**src/rtl/mid1_if.sv**
```systemverilog
// mid1_if: bundle between the memory stage and the write-back stage.
//   master : drives en, flush, rtype, lw, ins, ALURes, MemRes;
//            receives Dest, WBData, RW
//   slave  : the write-back stage (mid1)
interface mid1_if #(
    parameter int DW      = 20,
    parameter int RW_ADDR = 4
);
    logic               en;
    logic               flush;
    logic               rtype;
    logic               lw;
    logic [DW-1:0]      ins;
    logic [DW-1:0]      ALURes;
    logic [DW-1:0]      MemRes;
    logic [RW_ADDR-1:0] Dest;
    logic [DW-1:0]      WBData;
    logic               RW;

    modport master (
        output en, flush, rtype, lw, ins, ALURes, MemRes,
        input  Dest, WBData, RW
    );

    modport slave (
        input  en, flush, rtype, lw, ins, ALURes, MemRes,
        output Dest, WBData, RW
    );
endinterface

```
**src/rtl/mid1.sv**
```systemverilog
// mid1: write-back stage of the 20-bit pipeline.
// Captures instruction, ALU result and memory data and presents the
// register-file write port one clock later.
//   clk    : rising-edge clock
//   rst_n  : asynchronous active-low reset (clears Dest/WBData/RW)
//   wb     : mid1_if.slave
//            in : en (advance), flush (bubble, beats en), rtype, lw,
//                 ins, ALURes, MemRes
//            out: Dest (write index), WBData (write data), RW (write enable)
module mid1 #(
    parameter int DW      = 20,
    parameter int RW_ADDR = 4
) (
    input  logic   clk,
    input  logic   rst_n,
    mid1_if.slave  wb
);
    typedef struct packed {
        logic [RW_ADDR-1:0] dest;
        logic [DW-1:0]      data;
        logic               rw;
    } wb_port_t;

    wb_port_t wb_d;
    wb_port_t wb_q;

    logic [RW_ADDR-1:0] rt;
    logic [RW_ADDR-1:0] rd;

    assign rt = wb.ins[8 +: RW_ADDR];
    assign rd = wb.ins[4 +: RW_ADDR];

    // Opcode, rs and funct are decoded upstream; they are not needed here.
    logic unused_ins_bits;
    assign unused_ins_bits = ^{wb.ins[DW-1:8+RW_ADDR], wb.ins[3:0]};

    // Load wins over R-type, so the illegal rtype&lw encoding behaves as a load.
    always_comb begin
        // NOTE: every field gets a default first so no path leaves it unassigned (no latch).
        wb_d.dest = rd;
        wb_d.data = wb.ALURes;
        wb_d.rw   = wb.rtype;
        if (wb.lw) begin
            wb_d.dest = rt;
            wb_d.data = wb.MemRes;
            wb_d.rw   = 1'b1;
        end
    end

    // Flush inserts a bubble even while stalled; otherwise en gates capture.
    always_ff @(posedge clk or negedge rst_n) begin
        if (!rst_n) begin
            // NOTE: sequential state uses non-blocking assignments so all flops update together.
            wb_q <= '0;
        end else if (wb.flush) begin
            wb_q <= '0;
        end else if (wb.en) begin
            wb_q <= wb_d;
        end
    end

    assign wb.Dest   = wb_q.dest;
    assign wb.WBData = wb_q.data;
    assign wb.RW     = wb_q.rw;
endmodule

```
**src/flat_wrapper.sv**
```systemverilog
// flat-port wrapper written by rule: the top's interface ports become plain ports
module mid1_flat 
#(
    parameter int DW      = 20,
    parameter int RW_ADDR = 4
)
  (clk, rst_n, wb_en, wb_flush, wb_rtype, wb_lw, wb_ins, wb_ALURes, wb_MemRes, wb_Dest, wb_WBData, wb_RW);
  mid1_if #(.DW(DW), .RW_ADDR(RW_ADDR)) wb_i ();
  input  logic clk;
  input  logic rst_n;
  input wire logic [$bits(wb_i.en)-1:0] wb_en;
  input wire logic [$bits(wb_i.flush)-1:0] wb_flush;
  input wire logic [$bits(wb_i.rtype)-1:0] wb_rtype;
  input wire logic [$bits(wb_i.lw)-1:0] wb_lw;
  input wire logic [$bits(wb_i.ins)-1:0] wb_ins;
  input wire logic [$bits(wb_i.ALURes)-1:0] wb_ALURes;
  input wire logic [$bits(wb_i.MemRes)-1:0] wb_MemRes;
  output wire logic [$bits(wb_i.Dest)-1:0] wb_Dest;
  output wire logic [$bits(wb_i.WBData)-1:0] wb_WBData;
  output wire logic [$bits(wb_i.RW)-1:0] wb_RW;
  assign wb_i.en = wb_en;
  assign wb_i.flush = wb_flush;
  assign wb_i.rtype = wb_rtype;
  assign wb_i.lw = wb_lw;
  assign wb_i.ins = wb_ins;
  assign wb_i.ALURes = wb_ALURes;
  assign wb_i.MemRes = wb_MemRes;
  assign wb_Dest = wb_i.Dest;
  assign wb_WBData = wb_i.WBData;
  assign wb_RW = wb_i.RW;
  mid1 #(.DW(DW), .RW_ADDR(RW_ADDR)) u_core (.clk(clk), .rst_n(rst_n), .wb(wb_i));
endmodule
```
**config.mk**
```make
export PLATFORM = sky130hd
export DESIGN_NAME = mid1_flat
export DESIGN_NICKNAME = d
export VERILOG_FILES = /design/src/rtl/mid1_if.sv /design/src/rtl/mid1.sv /design/src/flat_wrapper.sv
export SDC_FILE = /design/constraint.sdc
export NUM_CORES = 1
export LEC_CHECK = 0
export BUFFER_PORTS_ARGS = -buffer_cell sky130_fd_sc_hd__buf_4
export CORE_MARGIN = 5
export CORE_UTILIZATION = 45
export CTS_BUF_LIST = sky130_fd_sc_hd__clkbuf_2
export DETAILED_ROUTE_END_ITERATION = 8
export MAX_ROUTING_LAYER = met4
export PLACE_DENSITY = 0.92
export SETUP_SLACK_MARGIN = 0.5
export SLEW_MARGIN = 20
export SYNTH_ARGS = -nofsm -noshare
export SYNTH_HDL_FRONTEND = slang
export SYNTH_SLANG_ARGS = --single-unit
```
**constraint.sdc**
```tcl
create_clock -name clk -period 1.6 [get_ports clk]
set_input_delay 0.16 -clock clk [delete_from_list [all_inputs] [get_ports clk]]
set_output_delay 0.16 -clock clk [all_outputs]
set_load 0.05 [all_outputs]
```
==> results of run 1 <==
-- area by class of cell --
cell class	instances	area (µm²)	share of cell area, %
timing repair buffer	91	779	39.2
sequential	25	626	31.4
multi-input combinational	75	526	26.4
tap	31	38.8	1.95
clock buffer	4	20.0	1.01
-- per-layer routing --
layer | GRT usage (%) | vias up | routed length [µm]
met4 | 4.51 | 0 | 32
met5 | - | - | 0
met2 | 29.9 | 44 | 1790
li1 | - | 571 | -
met3 | 5.22 | 4 | 246
met1 | 23.3 | 539 | 1470
-- tightest hold or removal path, stage by stage --
cell      delay (ns)
buf_4           0.11
nor2_1          0.07
a211oi_1        0.07
-- stage by stage --
step / cell area [µm²] / cells / hold slack [ns]
final: 1990 / 226 / 0.0895
after global routing: 1990 / 226 / 0.0525
after CTS: 1950 / 221 / 0.0881
after detailed placement: 1780 / 209 / 0.0844
after global placement: 1780 / 209 / 0.0761
after floorplan: 1240 / 112 / -0.136
-- logic make-up (layout without fill, tap and decap cells) --
logic type,count (synthesis),after routing,share of synthesized area (%)
mux,24,24,19.4
buf+inv,12,95,7.26
compound gates,25,25,15.1
simple gates,26,26,7.86
flops,25,25,50.4
-- synth_stat cells --
cell	instances	area (µm²)
a211oi_1	25	188
buf_12	2	40.0
buf_2	3	15.0
buf_6	1	11.3
clkbuf_1	5	18.8
clkbuf_2	1	5.00
dfrtp_1	25	626
mux2i_1	24	240
nor2_1	26	97.6
-- timing repair --
| item | CTS | global route |
|---|---|---|
| setup endpoints to repair | 25 | 25 |
| setup buffers | 7 | 5 |
| hold buffers | 1 | 0 |
| endpoints found under the hold margin | 25 | 0 |
| pin swaps | 0 | 0 |
| resized for setup | 25 | 0 |
-- worst max-delay path by stage --
| stage | end | slack (ns) | cells past startpoint |
|---|---|---|---|
| floorplan | u_core.wb.Dest[0] | 0.64 | 2 |
| global placement | u_core.wb.WBData[1] | 0.59 | 3 |
| detailed placement | u_core.wb.WBData[14] | 0.52 | 3 |
| CTS | wb_WBData[5] | 0.47 | 1 |
| global route | wb_WBData[9] | 0.41 | 1 |
| finish | wb_WBData[9] | 0.48 | 1 |
-- report_power, final --
part	internal [mW]	switching, mW	leakage, nW
Clock	0.0661	0.179	0.0166
Combinational	0.248	0.299	0.690
Sequential	0.677	0.0334	0.324
Total	0.991	0.511	1.03
-- state kept, by name, summed over array words and instances (netlist names) --
register,flops
u_core.wb.WBData,20
u_core.wb.RW,1
u_core.wb.Dest,4
==> reports/summary.txt, run 1 <==
DRC errors left = 0
Crit Reg-Reg Endpoint = u_core.wb.WBData[16]
number of different library cells in the post-synthesis netlist = 9
Final period util = 69.7%
number of storage elements in the synthesis netlist = 25
Arr. time, crit path = 0.96 ns
number of failing setup endpoints in the final timing report = 0
YS warnings = 0
Placeable Area = 2710 µm²
initial detailed-routing violation count = 43
peak supply drop = 0.524 mV
deepest level of the CTS H-tree = 1
most frequent standard cell in the layout excluding fill and tap cells = buf_4
share of final-layout standard cells stronger than drive strength 1 = 48.2%
post-detailed-route wirelength per cell = 15.6 µm
Die Wd = 62.5 µm
PwrDens = 755 nW/µm²
cell area after synthesis = 1240 µm²
register-to-register setup slack = 0.60 ns
average via count per standard cell = 5.12
die area = 3910 µm²
Post-Synthesis Cells = 112
via count of the first global-routing pass = 1224
half-perimeter wire length after placement = 2450 µm
all-layer global routing usage = 18.7%
maximum fanout count along the critical path = 2
Initial Utilization = 45.8%
final critical path time including I/O delays and setup = 1.12 ns
Fillers = 199
launching element of the worst setup path = u_core.wb.WBData[9]
outcome = finished, final reports clean
die span in y = 62.5 µm
Routed Antenna Nets = 0
slew margin rel. = 69.5%
startpoint class of the critical path = flop
Worst Clk Skew = 0 ns
Sum Neg Setup Slack = 0 ns
first-pass iteration count of the detailed router = 4
Final Hold Viols = 0
total wire length = 3540 µm
utilization after layout = 73.4%
Max stage delay cell, worst path = dfrtp_1
worst path buffer plus inverter count = 1
initial antenna violation count = 0
critical path data required time = 1.44 ns
critical path, cell by cell = buf_6
final-report max-slew violation count = 0
delay-heaviest family, CP = flip-flops
number of CTS-inserted buffers = 3
Worst Reg2Reg Path Length in Cells = 4
critical path class = flop to output port
final worst-path setup slack = 0.484 ns
routability cong. = 0.693
Clk Tree Root Cell = clkbuf_2
clock-pin slew reported for the worst setup and hold paths after clock tree synthesis = 0.23 ns
clock latency on the worst-skew pair = 0.32 ns
transition time at the pin with the least slew margin = 0.458 ns
achievable clock frequency = 896 MHz
Crit Reg-Reg Startpoint = u_core.wb.WBData[16]
Critical Path Max Stage Delay = 0.46 ns
post-route total power = 1.50 mW
I/O pin count = 91
Avg Cell Area, Syn = 11.1 µm²
unrepaired setup endpoints after global routing = yes
Area Growth Syn to Fin = 60.3%
endpoint class of the critical path = output port
WHS Endpoint = u_core.wb.RW
clock tree from TritonCTS = done
Cell Rows = 19
Diodes inserted = 0
sequential fraction of the synthesis area = 50.4%
worst slack at placement = 0.515 ns
Final #Nets = 262
clock sink total = 25
number of buffer cells added on primary ports = 78
type of the most critical hold path = primary input to flop
startpoint of the worst hold path = wb_rtype
net count of the mapped netlist = 178
overall overflow remaining after global route = 0
Max Root-Sink Buffers = 2
Worst Hold Path Cells = 3
total number of vias = 1158
first-pass GRT wire length = 5900 µm
commonest non-fill, non-tap cells in the layout = 65 x buf_4, 26 x nor2_1, 25 x a211oi_1, 25 x buf_6, 25 x dfrtp_1
pin count of the biggest net entering global routing = 51
Maximum Capacitance Violations = 0
static leakage = 1.03 nW
(Power assumes the default switching activity.)
==> inputs of run 2 (changes only) <==
--- a/config.mk
+++ b/config.mk
@@ -7,11 +7,11 @@
 export LEC_CHECK = 0
 export BUFFER_PORTS_ARGS = -buffer_cell sky130_fd_sc_hd__buf_4
 export CORE_MARGIN = 5
-export CORE_UTILIZATION = 45
+export CORE_UTILIZATION = 37
 export CTS_BUF_LIST = sky130_fd_sc_hd__clkbuf_2
 export DETAILED_ROUTE_END_ITERATION = 8
 export MAX_ROUTING_LAYER = met4
-export PLACE_DENSITY = 0.92
+export PLACE_DENSITY = 0.81
 export SETUP_SLACK_MARGIN = 0.5
 export SLEW_MARGIN = 20
 export SYNTH_ARGS = -nofsm -noshare
==> constraint.sdc (replaced) <==
create_clock -name clk -period 1 [get_ports clk]
set_input_delay 0.1 -clock clk [delete_from_list [all_inputs] [get_ports clk]]
set_output_delay 0.1 -clock clk [all_outputs]
set_load 0.05 [all_outputs]
==> run 2 against run 1 <==
Against the previous run: the flow now finishes with violations (setup timing); global-route usage fell by 2.4 points; sequential power grew 63%; setup slack lost 0.58 ns; clock skew stayed put; utilization is 3.4 points lower; sequential share of layout area down 2.9 points; cell count increased by 8.0%; power is 72% higher.
==> reports/summary.txt, run 2 (synthesis gave the netlist of run 1 again) <==
outcome = finished with violations (was finished, final reports clean)
failing checks = setup timing
Max stage delay cell, worst path = dfrtp_2 (was dfrtp_1)
first-pass iteration count of the detailed router = 4 (unchanged)
first-pass GRT wire length = 5480 µm (was 5900 µm)
utilization after layout = 70.1% (was 73.4%)
number of failing setup endpoints in the final timing report = 25 (was 0)
part of the power in the clock network = 15.4% (was 16.3%)
max reg flops = 20 (unchanged)
Worst Clk Skew = 0 ns (unchanged)
total number of vias = 1232 (was 1158)
die area = 4610 µm² (was 3910 µm²)
deepest level of the CTS H-tree = 1 (unchanged)
share of final-layout standard cells stronger than drive strength 1 = 81.3% (was 48.2%)
register cell area after layout = 657 µm² (was 626 µm²)
peak supply drop = 0.450 mV (was 0.524 mV)
all-layer global routing usage = 16.3% (was 18.7%)
critical path, cell by cell = buf_6 (unchanged)
Final Hold Viols = 0 (unchanged)
half-perimeter wire length after placement = 2690 µm (was 2450 µm)
total area of multi-input combinational cells = 716 µm² (was 526 µm²)
cts-stage hold buffer count = 1 (unchanged)
unrepaired setup endpoints after global routing = yes (unchanged)
maximum fanout count along the critical path = 2 (unchanged)
clock-pin slew reported for the worst setup and hold paths after clock tree synthesis = 0.25 ns (was 0.23 ns)
number of buffer cells added on primary ports = 78 (unchanged)
worst slack at placement = 0.0979 ns (was 0.515 ns)
Routed Antenna Nets = 0 (unchanged)
Max Root-Sink Buffers = 2 (unchanged)
Gate power share = 39.7% (was 36.4%)
Final #Nets = 265 (was 262)
PwrDens = 1120 nW/µm² (was 755 nW/µm²)
clock sink total = 25 (unchanged)
Initial Utilization = 37.8% (was 45.8%)
most frequent standard cell in the layout excluding fill and tap cells = buf_4 (unchanged)
Placeable Area = 3280 µm² (was 2710 µm²)
Finished Layout Cells = 244 (was 226)
DRC errors left = 0 (unchanged)
critical path data required time = 0.90 ns (was 1.44 ns)
final-report max-slew violation count = 0 (unchanged)
routability cong. = 0.610 (was 0.693)
Final period util = 110%
Critical Path Max Stage Delay = 0.49 ns (was 0.46 ns)
I/O pin count = 91 (unchanged)
clock tree from TritonCTS = done (unchanged)
die span in y = 67.9 µm (was 62.5 µm)
achievable clock frequency = 909 MHz
post-detailed-route wirelength per cell = 17.1 µm (was 15.6 µm)
Diodes inserted = 0 (unchanged)
Pint = 1.66 mW (was 0.991 mW)
initial detailed-routing violation count = 85 (was 43)
P_sw = 0.928 mW (was 0.511 mW)
delay-heaviest family, CP = flip-flops (unchanged)
static leakage = 1.05 nW (was 1.03 nW)
commonest non-fill, non-tap cells in the layout = 62 x buf_4, 28 x buf_6, 25 x dfrtp_2, 24 x mux2i_1, 19 x a211oi_2 (was 65 x buf_4, 26 x nor2_1, 25 x a211oi_1, 25 x buf_6, 25 x dfrtp_1)
Cell Rows = 21 (was 19)
Die Wd = 67.9 µm (was 62.5 µm)
slew margin rel. = 74.4% (was 69.5%)
average via count per standard cell = 5.05 (was 5.12)
overall overflow remaining after global route = 0 (unchanged)
final design instance area without fill = 2300 µm² (was 1990 µm²)
Inst Count DP = 227 (was 209)
placed cell area = 1890 µm² (was 1780 µm²)
Area Growth Syn to Fin = 85.4% (was 60.3%)
Fillers = 238 (was 199)
switch share = 35.9% (was 34.0%)
worst hold slack after final layout = 0.0199 ns (was 0.0895 ns)
Maximum Capacitance Violations = 0 (unchanged)
total wire length = 4170 µm (was 3540 µm)
register-to-register setup slack = 0.08 ns (was 0.60 ns)
clock latency on the worst-skew pair = 0.35 ns (was 0.32 ns)
Clk Tree Root Cell = clkbuf_2 (unchanged)
initial antenna violation count = 0 (unchanged)
endpoint class of the critical path = output port (unchanged)
pin count of the biggest net entering global routing = 51 (unchanged)
type of the most critical hold path = primary input to flop (unchanged)
startpoint class of the critical path = flop (unchanged)
final critical path time including I/O delays and setup = 1.10 ns
number of CTS-inserted buffers = 3 (unchanged)
Arr. time, crit path = 1.00 ns (was 0.96 ns)
transition time at the pin with the least slew margin = 0.384 ns (was 0.458 ns)
critical path class = flop to output port (unchanged)
via count of the first global-routing pass = 1214 (was 1224)
final worst-path setup slack = -0.100 ns (was 0.484 ns)
proportion of power drawn by flip-flops and latches = 44.9% (was 47.3%)
worst path buffer plus inverter count = 1 (unchanged)
[run 2: cell count changes in the layout (fill, tap and decap cells not counted), moves of 3 or more]
cell      delta
a211oi_1    -19
a211oi_2    +19
buf_12       +3
buf_4        -3
buf_6        +3
dfrtp_1     -25
dfrtp_2     +25
nor2_1      -20
nor2_2      +11
nor2_4       +9
[run 2: power groups by stage]
stage | clock [mW] | combinational, mW | sequential [mW]
after global placement | 0 | 0.793 | 1.15
after detailed placement | 0 | 0.810 | 1.15
final | 0.398 | 1.03 | 1.16
after global routing | 0.456 | 1.08 | 1.17
after CTS | 0.409 | 0.906 | 1.15
after floorplan | 0 | 0.216 | 1.41
[run 2: metrics by stage]
stage	power, mW	TNS (ns)
after floorplan	1.62	0
after global placement	1.94	0
after detailed placement	1.97	0
after CTS	2.47	-2.00
after global routing	2.70	-3.20
final	2.58	-1.70
[run 2: cell type report]
cell class	count	share of cell area (%)
flip-flops and latches	25	28.5
multi-input cells	75	31.1
clock inverters	1	0.218
well taps	46	2.50
repair buffers	94	37.0
clock buffers	3	0.653
[run 2: layer usage]
metal	routed length, µm	track usage [%]
met3	267	2.13
met4	91	5.46
met5	0	-
met1	1530	18.3
met2	2280	29.5
[run 2: worst paths after layout]
| path | start | endpoint | cells past startpoint |
|---|---|---|---|
| setup / recovery | u_core.wb.WBData[9] | wb_WBData[9] | 1 |
| hold / removal | wb_rtype | u_core.wb.RW | 3 |
| setup reg to reg | u_core.wb.WBData[16] | u_core.wb.WBData[16] | 4 |
| hold reg to reg | u_core.wb.Dest[0] | u_core.wb.Dest[0] | 2 |
| max in group asynchronous | rst_n | u_core.wb.WBData[8] | 2 |
| min in group asynchronous | rst_n | u_core.wb.WBData[6] | 2 |
[run 2: timing repair]
item / 4_1_cts / 5_1_grt
gates resized for setup: 39 / 37
pin swaps: 2 / 3
gates cloned: 0 / 0
buffers inserted: 4 / 8
endpoints found under the hold margin: 26 / 1
setup endpoints to repair: 50 / 50
